**config.mk**
```make
export PLATFORM = sky130hd
export DESIGN_NAME = ram_ifftshift
export DESIGN_NICKNAME = d
export VERILOG_FILES = /design/src/rtl/shift_pkg.sv /design/src/rtl/ram_ifftshift_sdp_ram.sv /design/src/rtl/ram_ifftshift.sv
export SDC_FILE = /design/constraint.sdc
export NUM_CORES = 2
export LEC_CHECK = 0
export BUFFER_PORTS_ARGS = -buffer_cell sky130_fd_sc_hd__buf_2
export CORE_MARGIN = 2
export CORE_UTILIZATION = 50
export CTS_CLUSTER_SIZE = 24
export DETAILED_ROUTE_END_ITERATION = 10
export PLACE_DENSITY = 0.7
export SLEW_MARGIN = 0
export SYNTH_ARGS = -nofsm -noshare
export SYNTH_HDL_FRONTEND = slang
export SYNTH_SLANG_ARGS = --single-unit
```
**constraint.sdc**
```tcl
create_clock -name clk -period 3.85 [get_ports clk]
set_input_delay 0.9625 -clock clk [delete_from_list [all_inputs] [get_ports clk]]
set_output_delay 0.9625 -clock clk [all_outputs]
set_load 0.05 [all_outputs]
```
**src/rtl/shift_pkg.sv**
```systemverilog
// Shared definitions for the fftshift / ifftshift frame buffers: default
// widths, the two-state frame FSM encoding and the half-length helper.
package shift_pkg;

  localparam int unsigned DEF_DATA_W = 8;
  localparam int unsigned DEF_ADDR_W = 8;

  // FILL: accepting samples into the RAM; READ: emitting the rotated frame.
  typedef enum logic {
    FILL = 1'b0,
    READ = 1'b1
  } state_e;

  // Rotation offset for the inverse shift; the forward shift passes n+1.
  function automatic int unsigned half_len(input int unsigned n);
    return n >> 1;
  endfunction

endpackage

```
**src/rtl/ram_ifftshift_sdp_ram.sv**
```systemverilog
// Simple dual-port RAM with one write port and one registered read port.
// Ports: clk, rst (clears the read register only), we/waddr/wdata write
// port, re/raddr read request, q read data one cycle after re.
module sdp_ram #(
  parameter int unsigned DATA_W = 8,
  parameter int unsigned ADDR_W = 8
) (
  input  logic              clk,
  input  logic              rst,
  input  logic              we,
  input  logic [ADDR_W-1:0] waddr,
  input  logic [DATA_W-1:0] wdata,
  input  logic              re,
  input  logic [ADDR_W-1:0] raddr,
  output logic [DATA_W-1:0] q
);

  localparam int unsigned DEPTH = 1 << ADDR_W;

  logic [DATA_W-1:0] mem [DEPTH];

  // Write port; the array itself is never reset.
  always_ff @(posedge clk) begin
    if (we) begin
      mem[waddr] <= wdata;
    end
  end

  // Read register holds its value between reads.
  always_ff @(posedge clk) begin
    if (rst) begin
      q <= '0;
    end else if (re) begin
      q <= mem[raddr];
    end
  end

endmodule

```
**src/rtl/ram_ifftshift.sv**
```systemverilog
// Streaming ifftshift: buffers a frame of N samples in order, then replays
// it as out[k] = in[(k + N/2) mod N].
// Ports: clk, rst (sync, active-high); in_valid/in_data/in_last/in_ready
// input stream; out_valid/out_data/out_last output stream (no backpressure);
// busy high while a frame is emitted; err_ovf pulses when a frame is forced
// closed at DEPTH samples without in_last.
module ram_ifftshift
  import shift_pkg::*;
#(
  parameter int unsigned DATA_W = DEF_DATA_W,
  parameter int unsigned ADDR_W = DEF_ADDR_W
) (
  input  logic              clk,
  input  logic              rst,
  input  logic              in_valid,
  input  logic [DATA_W-1:0] in_data,
  input  logic              in_last,
  output logic              in_ready,
  output logic              out_valid,
  output logic [DATA_W-1:0] out_data,
  output logic              out_last,
  output logic              busy,
  output logic              err_ovf
);

  state_e            state;
  logic [ADDR_W-1:0] wr_ptr;
  logic [ADDR_W-1:0] rd_ptr;
  logic [ADDR_W-1:0] rd_cnt;
  logic [ADDR_W:0]   n_len;
  logic [ADDR_W:0]   n_last;
  logic              first;
  logic              rd_en;
  logic              wr_en;

  assign n_last = n_len - (ADDR_W+1)'(1);
  assign wr_en  = (state == FILL) && in_valid;

  sdp_ram #(
    .DATA_W (DATA_W),
    .ADDR_W (ADDR_W)
  ) u_ram (
    .clk   (clk),
    .rst   (rst),
    .we    (wr_en),
    .waddr (wr_ptr),
    .wdata (in_data),
    .re    (rd_en),
    .raddr (rd_ptr),
    .q     (out_data)
  );

  // Frame FSM: fill, then one setup cycle followed by N read addresses.
  always_ff @(posedge clk) begin
    if (rst) begin
      state     <= FILL;
      wr_ptr    <= '0;
      rd_ptr    <= '0;
      rd_cnt    <= '0;
      n_len     <= '0;
      first     <= 1'b0;
      rd_en     <= 1'b0;
      in_ready  <= 1'b1;
      busy      <= 1'b0;
      out_valid <= 1'b0;
      out_last  <= 1'b0;
      err_ovf   <= 1'b0;
    end else begin
      err_ovf   <= 1'b0;
      // RAM q lands on the same edge, so valid/last just follow the address.
      out_valid <= rd_en;
      out_last  <= rd_en && ({1'b0, rd_cnt} == n_last);

      case (state)
        FILL: begin
          if (in_valid) begin
            wr_ptr <= wr_ptr + ADDR_W'(1);
            if (in_last || (wr_ptr == {ADDR_W{1'b1}})) begin
              n_len    <= {1'b0, wr_ptr} + (ADDR_W+1)'(1);
              state    <= READ;
              first    <= 1'b1;
              in_ready <= 1'b0;
              busy     <= 1'b1;
              err_ovf  <= !in_last;
            end
          end
        end

        READ: begin
          if (first) begin
            first  <= 1'b0;
            rd_ptr <= ADDR_W'(half_len(32'(n_len)));
            rd_cnt <= '0;
            rd_en  <= 1'b1;
          end else begin
            // Wrap by compare so no modulo hardware is needed.
            rd_ptr <= ({1'b0, rd_ptr} == n_last) ? '0 : rd_ptr + ADDR_W'(1);
            rd_cnt <= rd_cnt + ADDR_W'(1);
            if ({1'b0, rd_cnt} == n_last) begin
              state    <= FILL;
              wr_ptr   <= '0;
              rd_en    <= 1'b0;
              in_ready <= 1'b1;
              busy     <= 1'b0;
            end
          end
        end

        default: state <= FILL;
      endcase
    end
  end

endmodule

```
==> impl_results.md <==
* Initial antenna violation count at 9
* First-pass GRT wire length at 299000 µm
* Critical-path cell list: buf_4, mux4_2, a22o_1, a2111oi_0, buf_4, or4_1, a221oi_1, o2111ai_1, o211ai_1
* Post-synthesis instance area at 0.08245 mm²
* Synth Register Bits at 2097
* DIE AREA at 0.1682 mm²
* Post-route cell area at 0.09312 mm²
* Stages on the worst setup path at 9
* Path type of the worst min-delay path: primary input to flip-flop
* Slowest-stage cell, CP: dfxtp_4
* Global Route Usage Sum at 24.41%
* I/O Buffers at 24
* CP endpoint: u_ram.q[6]
* Worst slew margin at 11.18%
* EDFF count, synth at 2048
* Internal at 36.87 mW
* PnR worst setup slack at 0.04602 ns
* Power Density at 503.3 mW/mm²
* DRT Wirelength at 206000 µm
* DRC viols at 0
* Clock H-tree levels at 4
* Top delay family on crit path: compound AO/OA/AOI/OAI gates
* Status: complete, no violations
* Overflow after GRT at 0
* Clk_lat worst skew at 0.85 ns
* Clock root buffer: clkbuf_16
* Post-DP HPWL at 129000 µm
* Hold Fails Final Rpt at 0
* Critical path class: flip-flop to flip-flop
* Net switching power figure at 9.993 mW
* DR vias/cell at 6.294
* R2R Path End: u_ram.q[6]
* Synthesized net count at 4359
* Leakage at 28.60 nW
* Crit path required time at 4.60 ns
* Period minus WS final at 3.804 ns
* Largest stage delay, worst path at 0.69 ns
* Initial core utilization at 50.15%
* Place WS at -0.06449 ns
* ANT nets after route at 0
* Ports at 25
* Clock sinks at 2097
* Largest net degree at the start of global routing at 137
* Reg2reg path depth at 9
* Row count at 149
* CTS Hold Bufs at 0
* DR vias at 43800
* WL per Instance at 29.60 µm
* Clock share of power at 41.0%
* MaxCap Viol Count at 0
* Switching part of the total at 21.32%
* Final setup violation count at 0
* Routability congestion estimate at 0.9173
* Reg power frac at 53.6%
* Critical Path Source: rd_ptr[4]
* Comb power frac at 5.4%
* Main synth FF type: edfxtp_1
* Peak supply drop at 0.3718 mV
* Critical Path End Type: flip-flop
* Die Y-Extent at 410.1 µm
* Final worst-path cycle share at 98.80%
* F_max at 0.2629 GHz
* Tightest Pin Transition at 1.299 ns
* Area after DPL at 0.08668 mm²
* Setup TNS at 0 ns
* Finished Core Util at 56.63%
* Unrepaired setup endpoints after global routing: no
* Chip width at 410.1 µm
* Worst Path Buf+Inv at 2
* Synth Instances at 4340
* CP dominant cell by count: buf_4
* Syn_area_per_cell at 19.00 µm²
* CTS tree: built
* Area grow syn2layout at 12.93%
* Number of library cell types mapped by synthesis at 76
* CTS max path bufs at 3
* FFs w/ async S/R, synth at 0%
* Clock transition at path regs at 0.06 ns
* CP max FO at 42
* Clock Skews at 0.04171 ns
* Synthesis warning total at 0
* Vias in the first global route at 42880
* Data arrival time of the critical path at 4.56 ns
* Layout cells sized above 1 at 20.75%
* Seq/Total Area, Yosys at 75.78%
* Flop2flop setup slack at 0.05 ns
* Slew Limit Fails at 0
* Drt pass-1 iters at 6
* Initial DRC count at 5879
* Cts bufs inserted at 198
* CP startpoint kind: flip-flop
* Core box area at 0.1644 mm²
* Nets at 4623
* Worst R2R Start: rd_ptr[4]
-- registers in the layout, indices dropped and copies added, names as in the netlist, 8 cells and up --
| signal | flops |
|---|---|
| rd_cnt | 8 |
| rd_ptr | 8 |
| n_len | 9 |
| u_ram.mem | 2048 |
| wr_ptr | 8 |
| u_ram.q | 8 |
-- cells in the mapped netlist, types with 19 or more instances --
cell / instances / area (µm²)
a211oi_1: 31 / 232.7
buf_1: 19 / 71.32
o21a_1: 23 / 172.7
o22ai_1: 127 / 794.5
a2111oi_0: 48 / 420.4
o21ai_0: 67 / 335.3
dfxtp_1: 49 / 980.9
nand3_1: 35 / 175.2
edfxtp_1: 2048 / 61500
nand2_1: 132 / 495.5
mux2i_1: 408 / 4084
buf_2: 53 / 265.3
buf_6: 25 / 281.5
nor2_1: 324 / 1216
mux2_2: 24 / 270.3
clkbuf_1: 107 / 401.6
mux4_2: 312 / 7027
a221oi_1: 48 / 420.4
o221ai_1: 58 / 508.0
nor3_1: 22 / 110.1
buf_4: 69 / 518.0
a21oi_1: 102 / 510.5
-- placed cells by master, fill, tap and decap left out, types with 34 or more instances in the layout --
| cell type | netlist | layout |
|---|---|---|
| o22ai_1 | 127 | 127 |
| o221ai_1 | 58 | 58 |
| buf_12 | 0 | 35 |
| clkbuf_16 | 0 | 201 |
| a221oi_1 | 48 | 48 |
| edfxtp_1 | 2048 | 2048 |
| dfxtp_1 | 49 | 45 |
| nand2_1 | 132 | 131 |
| a2111oi_0 | 48 | 45 |
| nor2_1 | 324 | 322 |
| clkinv_1 | 0 | 46 |
| mux2i_1 | 408 | 408 |
| mux4_2 | 312 | 312 |
| clkinv_2 | 0 | 34 |
| o21ai_0 | 67 | 66 |
| a21oi_1 | 102 | 102 |
| buf_4 | 69 | 277 |
| clkbuf_1 | 107 | 44 |
-- worst reg2reg max path: stages (launching register included) --
cell and delay (ns):
dfxtp_4 0.69, buf_4 0.64, mux4_2 0.39, a22o_1 0.12, a2111oi_0 0.06, buf_4 0.19
or4_1 0.50, a221oi_1 0.35, o2111ai_1 0.53, o211ai_1 0.24
-- kinds of logic (layout without fill, tap and decap cells) --
kind of cell    after synthesis  after routing  synth area share (%)
compound gates              569            569                 4.785
other cells                   0              1                     0
buf+inv                     286            716                 1.930
simple gates                608            608                 3.243
mux                         744            744                 13.80
fa+ha+maj                     7              7                0.1062
flops                      2097           2097                 75.78
xor+xnor                     29             29                0.3581
-- metal layers --
metal | GRT usage [%] | vias to the layer above | wire length, µm
met1 | 34.39 | 22710 | 81400
met4 | 8.310 | 10 | 7212
met5 | 0 | - | 69
li1 | - | 18290 | -
met3 | 5.410 | 375 | 20160
met2 | 37.96 | 2418 | 97170
-- cell type report --
cell class              count  area, µm²
fillers                 12140      71310
flip-flops and latches   2097      62490
multi-input cells        1957      18440
clock buffers             249       5250
repair buffers            339       3010
well taps                2189       2739
clock inverters           117       1136
inverters                  11      45.04
diodes                      1      2.502
-- power by group through the flow --
stage          Sequential (mW)  Clock (mW)  Combinational (mW)
4_1_cts                   25.1        19.4                2.54
5_1_grt                   25.1        20.2                2.67
2_1_floorplan             25.6           0                1.54
3_3_place_gp              25.6           0                2.48
6_report                  25.1        19.2                2.53
3_5_place_dp              25.6           0                2.51
-- how the worst min path moves through the flow --
stage / startpoint / end / slack [ns] / cells after the start
2_1_floorplan: rd_en / out_last / 0.45 / 2
3_3_place_gp: rd_cnt[7] / rd_cnt[7] / 0.49 / 2
3_5_place_dp: rd_cnt[7] / rd_cnt[7] / 0.50 / 2
4_1_cts: in_data[2] / u_ram.mem[4][2] / 0.40 / 1
5_1_grt: in_last / err_ovf / 0.42 / 2
6_report: in_last / err_ovf / 0.46 / 2
-- timing repair --
item / 4_1_cts / 5_1_grt
gates resized for setup: 1 / 4
endpoints found under the setup margin: 2 / 3
setup buffers: 1 / 0
hold endpoints to repair: 0 / 0
-- stage by stage --
step           power, mW  hold WS, ns  std cells
2_1_floorplan      27.12       0.4516       4340
3_3_place_gp       28.09       0.4877       6590
3_5_place_dp       28.13       0.4981       6592
4_1_cts            47.01       0.3978       6959
5_1_grt            48.02       0.4215       6959
6_report           46.86       0.4563       6960
Power figures use the tool's default switching activity.
